`config.mk`:
```
export PLATFORM = sky130hd
export DESIGN_NAME = bwt_occ_fetch
export DESIGN_NICKNAME = d
export VERILOG_FILES = /design/src/rtl/bwt_occ_fetch.sv
export SDC_FILE = /design/constraint.sdc
export NUM_CORES = 2
export LEC_CHECK = 0
export ABC_AREA = 1
export CAP_MARGIN = 20
export CELL_PAD_IN_SITES_DETAIL_PLACEMENT = 1
export CELL_PAD_IN_SITES_GLOBAL_PLACEMENT = 1
export CORE_AREA = 2 2 559 561
export DETAILED_ROUTE_END_ITERATION = 10
export DIE_AREA = 0 0 561 563
export PLACE_DENSITY_LB_ADDON = 0.2
export SETUP_SLACK_MARGIN = 0.2
export SYNTH_ARGS = -nofsm -noshare
export SYNTH_HDL_FRONTEND = slang
export SYNTH_SLANG_ARGS = --single-unit
```
`constraint.sdc`:
```
create_clock -name clk -period 22.4 [get_ports clk]
set_input_delay 4.48 -clock clk [delete_from_list [all_inputs] [get_ports clk]]
set_output_delay 4.48 -clock clk [all_outputs]
set_load 0.05 [all_outputs]
```
`src/rtl/bwt_occ_fetch.sv`:
```
// Occurrence-fetch responder: queues k/l lookups, reads both BWT occurrence lines, returns unpacked counts in order.
// Optional BWT_SAME_LINE_EN: a request whose k and l lines coincide issues a single read and reuses the line.
module bwt_occ_fetch #(
  parameter int ADDR_W = 42,
  parameter int CTX_W  = 16,
  parameter int DEPTH  = 8
) (
  input  logic              clk,
  input  logic              rst,
  input  logic              stall,
  input  logic              request_valid,
  input  logic [ADDR_W-1:0] addr_k,
  input  logic [ADDR_W-1:0] addr_l,
  input  logic [CTX_W-1:0]  req_ctx,
  output logic              req_full,
  output logic              err_overflow,
  output logic              mem_req_valid,
  output logic [ADDR_W-1:0] mem_req_addr,
  input  logic              mem_req_ready,
  input  logic              mem_rsp_valid,
  input  logic [511:0]      mem_rsp_data,
  output logic              mem_rsp_ready,
  output logic              rsp_valid,
  output logic [CTX_W-1:0]  rsp_ctx,
  output logic [31:0]       cnt_a0,
  output logic [31:0]       cnt_a1,
  output logic [31:0]       cnt_a2,
  output logic [31:0]       cnt_a3,
  output logic [63:0]       cnt_b0,
  output logic [63:0]       cnt_b1,
  output logic [63:0]       cnt_b2,
  output logic [63:0]       cnt_b3,
  output logic [31:0]       cntl_a0,
  output logic [31:0]       cntl_a1,
  output logic [31:0]       cntl_a2,
  output logic [31:0]       cntl_a3,
  output logic [63:0]       cntl_b0,
  output logic [63:0]       cntl_b1,
  output logic [63:0]       cntl_b2,
  output logic [63:0]       cntl_b3
);

  localparam int PTR_W  = $clog2(DEPTH);
  localparam int CNT_W  = PTR_W + 1;
  localparam int LINE_W = 384;
  localparam logic [CNT_W-1:0] FULL_CNT = CNT_W'(DEPTH);
  localparam logic [CNT_W-1:0] ONE_CNT  = CNT_W'(1);
  localparam logic [CNT_W-1:0] LAST_CNT = CNT_W'(DEPTH - 1);

  localparam logic [1:0] ISS_IDLE = 2'd0;
  localparam logic [1:0] ISS_K    = 2'd1;
  localparam logic [1:0] ISS_L    = 2'd2;

  localparam logic [1:0] COL_K    = 2'd0;
  localparam logic [1:0] COL_L    = 2'd1;
  localparam logic [1:0] COL_OUT  = 2'd2;

  logic [ADDR_W-1:0] rq_addr_k [DEPTH];
  logic [ADDR_W-1:0] rq_addr_l [DEPTH];
  logic [CTX_W-1:0]  rq_ctx    [DEPTH];
  logic              rq_single [DEPTH];
  logic [PTR_W-1:0]  rq_wr_q, rq_rd_q;
  logic [CNT_W-1:0]  rq_cnt_q;

  logic [CTX_W-1:0]  pd_ctx    [DEPTH];
  logic              pd_single [DEPTH];
  logic [PTR_W-1:0]  pd_wr_q, pd_rd_q;
  logic [CNT_W-1:0]  pd_cnt_q;

  logic [1:0]        iss_q, iss_d;
  logic [1:0]        col_q, col_d;
  logic [LINE_W-1:0] k_line_q, k_line_d, l_line_q, l_line_d;
  logic [LINE_W-1:0] out_k_q, out_k_d, out_l_q, out_l_d;
  logic [CTX_W-1:0]  rsp_ctx_q, rsp_ctx_d;
  logic              rsp_valid_q, rsp_valid_d;
  logic              err_q, err_d;

  logic              req_single, rq_push, rq_pop, pd_push, pd_pop;
  logic              mem_req_fire, mem_rsp_fire, head_single, out_hold;
  logic              chain_ok, col_ready;
  logic              unused_rsp_hi;

`ifdef BWT_SAME_LINE_EN
  assign req_single = (addr_k == addr_l);
`else
  assign req_single = 1'b0;
`endif

  assign req_full     = (rq_cnt_q == FULL_CNT);
  assign rq_push      = request_valid && !req_full;
  assign err_d        = err_q || (request_valid && req_full);

  assign mem_req_valid = (iss_q == ISS_K) || (iss_q == ISS_L);
  assign mem_req_addr  = (iss_q == ISS_K) ? rq_addr_k[rq_rd_q] :
                         (iss_q == ISS_L) ? rq_addr_l[rq_rd_q] : '0;
  assign mem_req_fire  = mem_req_valid && mem_req_ready;

  // Chain straight into the next queued entry so back-to-back requests issue every two cycles.
  assign chain_ok = ((rq_cnt_q > ONE_CNT) || rq_push) && (pd_cnt_q < LAST_CNT);

  always_comb begin
    iss_d   = iss_q;
    rq_pop  = 1'b0;
    pd_push = 1'b0;
    case (iss_q)
      ISS_IDLE: begin
        if (((rq_cnt_q != '0) || rq_push) && (pd_cnt_q != FULL_CNT)) iss_d = ISS_K;
      end
      ISS_K: begin
        if (mem_req_fire) begin
          if (rq_single[rq_rd_q]) begin
            rq_pop  = 1'b1;
            pd_push = 1'b1;
            iss_d   = chain_ok ? ISS_K : ISS_IDLE;
          end else begin
            iss_d = ISS_L;
          end
        end
      end
      ISS_L: begin
        if (mem_req_fire) begin
          rq_pop  = 1'b1;
          pd_push = 1'b1;
          iss_d   = chain_ok ? ISS_K : ISS_IDLE;
        end
      end
      default: iss_d = ISS_IDLE;
    endcase
  end

  // A k line can only be in flight once a read has been issued; while the pending queue is still
  // empty that read belongs to the entry sitting in ISS_L, which is never single.
  assign out_hold      = rsp_valid_q && stall;
  assign head_single   = (pd_cnt_q != '0) && pd_single[pd_rd_q];
  assign col_ready     = !out_hold &&
                         (((col_q == COL_K) && ((pd_cnt_q != '0) || (iss_q == ISS_L))) ||
                          (col_q == COL_L));
  assign mem_rsp_ready = col_ready;
  assign mem_rsp_fire  = mem_rsp_valid && col_ready;
  assign unused_rsp_hi = ^mem_rsp_data[511:LINE_W];

  always_comb begin
    col_d       = col_q;
    pd_pop      = 1'b0;
    k_line_d    = k_line_q;
    l_line_d    = l_line_q;
    out_k_d     = out_k_q;
    out_l_d     = out_l_q;
    rsp_ctx_d   = rsp_ctx_q;
    rsp_valid_d = out_hold;
    case (col_q)
      COL_K: begin
        if (mem_rsp_fire) begin
          k_line_d = mem_rsp_data[LINE_W-1:0];
          if (head_single) begin
            l_line_d = mem_rsp_data[LINE_W-1:0];
            col_d    = COL_OUT;
          end else begin
            col_d = COL_L;
          end
        end
      end
      COL_L: begin
        if (mem_rsp_fire) begin
          l_line_d = mem_rsp_data[LINE_W-1:0];
          col_d    = COL_OUT;
        end
      end
      COL_OUT: begin
        if (!out_hold) begin
          out_k_d     = k_line_q;
          out_l_d     = l_line_q;
          rsp_ctx_d   = pd_ctx[pd_rd_q];
          rsp_valid_d = 1'b1;
          pd_pop      = 1'b1;
          col_d       = COL_K;
        end
      end
      default: col_d = COL_K;
    endcase
  end

  // NOTE: queue storage and line buffers carry no reset; pointers and counts define validity.
  always_ff @(posedge clk) begin
    if (rq_push) begin
      rq_addr_k[rq_wr_q] <= addr_k;
      rq_addr_l[rq_wr_q] <= addr_l;
      rq_ctx[rq_wr_q]    <= req_ctx;
      rq_single[rq_wr_q] <= req_single;
    end
    if (pd_push) begin
      pd_ctx[pd_wr_q]    <= rq_ctx[rq_rd_q];
      pd_single[pd_wr_q] <= rq_single[rq_rd_q];
    end
    k_line_q <= k_line_d;
    l_line_q <= l_line_d;
  end

  always_ff @(posedge clk) begin
    if (!rst) begin
      rq_wr_q     <= '0;
      rq_rd_q     <= '0;
      rq_cnt_q    <= '0;
      pd_wr_q     <= '0;
      pd_rd_q     <= '0;
      pd_cnt_q    <= '0;
      iss_q       <= ISS_IDLE;
      col_q       <= COL_K;
      out_k_q     <= '0;
      out_l_q     <= '0;
      rsp_ctx_q   <= '0;
      rsp_valid_q <= 1'b0;
      err_q       <= 1'b0;
    end else begin
      if (rq_push) rq_wr_q <= rq_wr_q + 1'b1;
      if (rq_pop)  rq_rd_q <= rq_rd_q + 1'b1;
      case ({rq_push, rq_pop})
        2'b10:   rq_cnt_q <= rq_cnt_q + 1'b1;
        2'b01:   rq_cnt_q <= rq_cnt_q - 1'b1;
        default: rq_cnt_q <= rq_cnt_q;
      endcase
      if (pd_push) pd_wr_q <= pd_wr_q + 1'b1;
      if (pd_pop)  pd_rd_q <= pd_rd_q + 1'b1;
      case ({pd_push, pd_pop})
        2'b10:   pd_cnt_q <= pd_cnt_q + 1'b1;
        2'b01:   pd_cnt_q <= pd_cnt_q - 1'b1;
        default: pd_cnt_q <= pd_cnt_q;
      endcase
      iss_q       <= iss_d;
      col_q       <= col_d;
      out_k_q     <= out_k_d;
      out_l_q     <= out_l_d;
      rsp_ctx_q   <= rsp_ctx_d;
      rsp_valid_q <= rsp_valid_d;
      err_q       <= err_d;
    end
  end

  assign err_overflow = err_q;
  assign rsp_valid    = rsp_valid_q;
  assign rsp_ctx      = rsp_ctx_q;

  assign cnt_a0  = out_k_q[31:0];
  assign cnt_a1  = out_k_q[63:32];
  assign cnt_a2  = out_k_q[95:64];
  assign cnt_a3  = out_k_q[127:96];
  assign cnt_b0  = out_k_q[191:128];
  assign cnt_b1  = out_k_q[255:192];
  assign cnt_b2  = out_k_q[319:256];
  assign cnt_b3  = out_k_q[383:320];

  assign cntl_a0 = out_l_q[31:0];
  assign cntl_a1 = out_l_q[63:32];
  assign cntl_a2 = out_l_q[95:64];
  assign cntl_a3 = out_l_q[127:96];
  assign cntl_b0 = out_l_q[191:128];
  assign cntl_b1 = out_l_q[255:192];
  assign cntl_b2 = out_l_q[319:256];
  assign cntl_b3 = out_l_q[383:320];

endmodule
```
Word level (Yosys, flattened, before mapping)
Memories as Yosys holds them, arrays and structs flattened. A register that Yosys moved wholly into a read port is not among the register bits. Index checks and enable logic that the tools add are counted.

Register bits: 1562. Memory bits (writable): 936. Bits of input ports: 618. Output and inout bits: 831. Logic and storage cells: 116. Memories: 5.

Memory list: rq_addr_k (words 8, bits a word 42, read ports 1, clocked after memory_dff 1, wr ports 1, RTL line 58) `logic [ADDR_W-1:0] rq_addr_k [DEPTH];`; rq_addr_l (words 8, bits a word 42, read ports 1, clocked after memory_dff 1, wr ports 1, RTL line 59) `logic [ADDR_W-1:0] rq_addr_l [DEPTH];`; pd_ctx (words 8, bits a word 16, read ports 1, clocked after memory_dff 1, wr ports 1, RTL line 65) `logic [CTX_W-1:0] pd_ctx [DEPTH];`; rq_ctx (words 8, bits a word 16, read ports 1, clocked after memory_dff 1, wr ports 1, RTL line 60) `logic [CTX_W-1:0] rq_ctx [DEPTH];`; pd_single (words 8, bits a word 1, read ports 1, clocked after memory_dff 1, wr ports 1, RTL line 66) `logic pd_single [DEPTH];`.

Add/subtract/negate cells: 8. Magnitude comparators: 2. Equal/unequal tests: 17. Mux-type cells: 38. Bitwise operators: 1. Reductions and logical operators: 31.

Operators by type and width (number): $mux 384 (3); $pmux 384 s2 (1); $mux 42 (2); $mux 3 (8); $mux 2 (8); $pmux 4 s2 (2); $ne 2x2->1 const B (7); $add 3x1->3 const B (4); $pmux 2 s3 (2); $mux 1 (11); $logic_and 1x1->1 (10); $add 4x1->4 const B (2); $eq 2x1->1 const B (4); $eq 2x2->1 const B (4); $reduce_bool 4->1 (2); $sub 4x1->4 const B (2); $logic_or 1x1->1 (6); $reduce_and 3->1 (2); $reduce_bool 2->1 (3); $eq 4x4->1 const B (1); $gt 4x1->1 const B (1); $logic_not 2->1 (2); $lt 4x3->1 const B (1); $ne 4x4->1 const B (1); 5 further kinds (8).

Logic depth before layout (Yosys ltp)
Word-level depth: 9. Mapped depth: 16.

Least setup slack after synthesis
Ideal clock, no wire load.

Path type: input to register. Start: in stall. End: reg k_line_q[0], enable pin. Setup time: 1140 ps. Arrival time: 21033 ps. Required time: 21260 ps. Setup slack: 227 ps. Stages: 5. Path buffers: 0. Cells stage by stage: nand2_1 nand3_1 inv_1 nand2_1 nor2_1.

Cells in the longest elaborated chain, start to end: 5.

RTL lines: start, declared (RTL line 10) `input logic stall,`; $logic_and 1x1->1 (RTL line 133) `assign out_hold = rsp_valid_q && stall;`; $logic_not 1->1; $logic_and 1x1->1 (RTL line 135) `assign col_ready = !out_hold &&`; net mem_rsp_ready (RTL line 22) `output logic mem_rsp_ready,`; $logic_and 1x1->1 (RTL line 139) `assign mem_rsp_fire = mem_rsp_valid && col_ready;`; $reduce_and 2->1 (no line); end signal, assigned (RTL line 195) `k_line_q <= k_line_d;`; end, declared (RTL line 72) `logic [LINE_W-1:0] k_line_q, k_line_d, l_line_q, l_line_d;`.

The timed path passes the listed nets, and every way through them passes these cells. A chain may end at the register's enable or synchronous reset.

Final worst setup path
Start: in stall. End: out mem_rsp_ready.

Cells in the longest elaborated chain, start to end: 3.

RTL lines (RTL line): $logic_and 1x1->1 (133); $logic_not 1->1; $logic_and 1x1->1 (135); end, declared (22).

No other way between the ends.

==> summary.md <==
| Metric | Value |
|---|---|
| Outcome | `completed` |
| Tot GR Track Use | `0.212` |
| Critical path class | `primary input to output pin` |
| Final wirelength | `346000 um` |
| Routability cong. | `0.858` |
| Mapped Area | `a little under 0.09 mm2` |
| Reg2Reg Depth | `12` |
| Syn Nets | `approximately 7700` |
| Die W | `561 um` |
| Commonest cells in the netlist | `2271 x nor2_1, 1696 x edfxtp_1, 1146 x o21ai_0` |
| Hold worst-path end | `out_k_q[128]$_SDFFE_PN0N_` |
| Hold path depth | `2` |
| Fin crit share | `0.475` |
| CP Cell Sequence | `clkdlybuf4s50_1 -> nand2_1 -> nand3_1 -> inv_1 -> clkdlybuf4s50_1` |
| Setup_tns | `0 ns` |
| Final hold violation count | `0` |
| Fraction of layout instances using a drive strength above 1 | `0.0628` |
| Die height | `563 um` |
| Iteration-0 DRC Markers | `3996` |
| Slew Viols, Final | `0` |
| Clock Sinks | `2509` |
| # IOs | `about 1400` |
| Core footprint | `0.310 mm2` |
| Overflow after GRT | `0` |
| Most frequent cell after synthesis | `nor2_1` |
| Post-synth ARST share | `0` |
| Primary FF master, synth | `edfxtp_1` |
| Clock Tree Root | `clkbuf_16` |
| Global-route wire length before repair | `472000 um` |
| # DRC | `0` |
| P_leak | `0.0376 uW` |
| H-tree levels | `5` |
| Clk_lat worst skew | `0.90 ns` |
| HPWL after DPL | `242000 um` |
| Number of synthesized flops with an enable pin | `1696` |
| Nets | `about 8900` |
| Post-DRT Antenna Nets | `0` |
| Setup ws final | `11.77 ns` |
| #FFs+latches synth | `2509` |
| Crit end category | `output pin` |
| Minimum clock period | `10.63 ns` |
| Row count | `205` |
| Finished Core Util | `0.368` |
| Initial antenna violation count | `207` |
| Post-synth top area share | `0.583` |
| Hold_buf cts | `0` |
| Min-delay src | `k_line_q[128]$_DFFE_PP_` |
| Worst Hold Class | `flop to flop` |
| Max Cap Violations | `0` |
| Area growth from synthesis to layout | `30.7%` |
| R2R Setup Slk | `17.85 ns` |
| Worst endpoint required time | `17.92 ns` |
| Number of global-route vias before repair | `approximately 60000` |
| Power per cell area | `~110 mW/mm2` |
| Largest net degree at the start of global routing | `228` |
| Worst R2R Start | `iss_q[0]$_SDFFE_PN0P_` |
| Clock slew at reported path FFs | `0.06 ns` |
| Setup-failing EPs final | `0` |
| Final-layout fill cell count | `33100` |
| Leading area contributor after synthesis | `edfxtp_1` |
| Worst Skew | `0.0524 ns` |
| Cells after Synth | `between 7000 and 8000` |
| Yosys cell types | `28` |
| Largest buffer count on any clock path | `4` |
| Max Fclk | `94.1 MHz` |
| WL per Instance | `27.2 um` |
| CTS Buf Count | `between 200 and 300` |
| IO Port Bufs | `1320` |
| Die area | `0.316 mm2` |
| Avg Cell Area, Syn | `between 10 and 15 um2` |
| Post-CTS Resized | `0` |
| Unrepaired setup endpoints after global routing | `false` |
| DR vias/cell | `4.65` |
| Share of the yosys chip area belonging to registers | `0.769` |
| CTS tree | `yes` |
| Pre-CTS setup slack | `about 12 ns` |
| VDD IR-drop max | `0.0663 mV` |
| Design Power | `roughly 13000 uW` |
| Total number of vias | `roughly 59000` |
| Worst Path Arrival | `6.15 ns` |
| Critical Path Slowest Stage Cell | `clkdlybuf4s50_1` |
| Max incr delay on CP | `0.81 ns` |
| Worst-margin pin slew | `1.35 ns` |
| Crit Path Max Fanout | `4` |
| Synth area leaders | `edfxtp_1 58%, dfxtp_1 19%, nor2_1 9.8%` |
| Reg2reg end | `k_line_q[202]$_DFFE_PP_` |
| Synth warn | `0` |
| Postcts setup bufs | `0` |
| CP dominant cell by count | `clkdlybuf4s50_1` |
| Drt pass-1 iters | `7` |
| Initial Util | `0.281` |
| Crit path launch type | `primary input` |
| Max_slew headroom | `0.102` |
## worst max-delay path, delay by kind of cell
family                 cells  cell delay [ns]
buffers and inverters      3             1.32
AND/OR/NAND/NOR            2             0.34
## registers in the layout, summed over array words and instances (netlist names), 3 cells and up, named ones only
register,count
rq_rd_q,3
pd_ctx,128
pd_rd_q,3
rq_wr_q,3
pd_wr_q,3
rq_addr_l,336
out_l_q,384
pd_cnt_q,4
rq_ctx,128
rq_cnt_q,4
rq_addr_k,336
k_line_q,384
rsp_ctx,16
l_line_q,384
out_k_q,384
## metal layers
layer / share of wire / GRT usage
met5: 0.00086 / 0
met3: 0.071 / 0.0565
met4: 0.059 / 0.112
met1: 0.37 / 0.232
met2: 0.50 / 0.374
## cells by family after synthesis
| logic type | share of synthesized area |
|---|---|
| flops | 0.769 |
| compound gates | 0.0971 |
| xor+xnor | 0.000401 |
| fa+ha+maj | 0.00215 |
| simple gates | 0.105 |
| buf+inv | 0.0254 |
## worst max path at each step
stage          startpoint               endpoint  cells after the start
3_5_place_dp        stall          mem_rsp_ready                      5
6_report            stall          mem_rsp_ready                      5
5_1_grt             stall          mem_rsp_ready                      5
2_1_floorplan       stall  k_line_q[0]$_DFFE_PP_                      5
4_1_cts             stall          mem_rsp_ready                      5
3_3_place_gp        stall          mem_rsp_ready                      5
## placed cells by master, fill, tap and decap left out, types with 31 or more instances in the layout
cell type	Yosys	layout
diode_2	0	74
o21ai_0	1146	1146
clkbuf_1	261	78
clkbuf_8	0	31
clkdlybuf4s50_1	0	1319
inv_1	48	46
o21ai_1	161	161
nor2_1	2271	2253
clkinv_2	0	49
o211ai_1	200	200
nand3_1	55	55
nand2_1	98	98
clkbuf_16	0	290
buf_4	12	73
dfxtp_1	813	810
a21oi_1	45	45
edfxtp_1	1696	1696
## final cells by class
type                            count  area, um2  share of cell area
Antenna cell                       74        185             0.00162
Clock buffer                      399       7980              0.0698
Clock inverter                    128       1370              0.0120
Inverter                           51        214             0.00187
Multi-Input combinational cell   4037      18000               0.158
Sequential cell                  2509      67200               0.589
Tap cell                         4140       5180              0.0454
Timing Repair Buffer             1406      14000               0.123
## report_power, final
| group | internal, uW | switching, uW | leakage, uW |
|---|---|---|---|
| Sequential | 5640 | 185 | 0.0220 |
| Combinational | 649 | 1860 | 0.0110 |
| Clock | 2660 | 1990 | 0.00456 |
## per-stage QoR
| stage | instances | cell area [um2] | hold slack [ns] |
|---|---|---|---|
| after floorplan | 7047 | 87300 | 0.458 |
| after global placement | 12100 | 105000 | 0.454 |
| after detailed placement | 12100 | 105000 | 0.461 |
| after CTS | 12700 | 114000 | 0.455 |
| after global routing | 12700 | 114000 | 0.491 |
| final | 12700 | 114000 | 0.452 |
No activity file was read; power rests on OpenSTA's default activity.
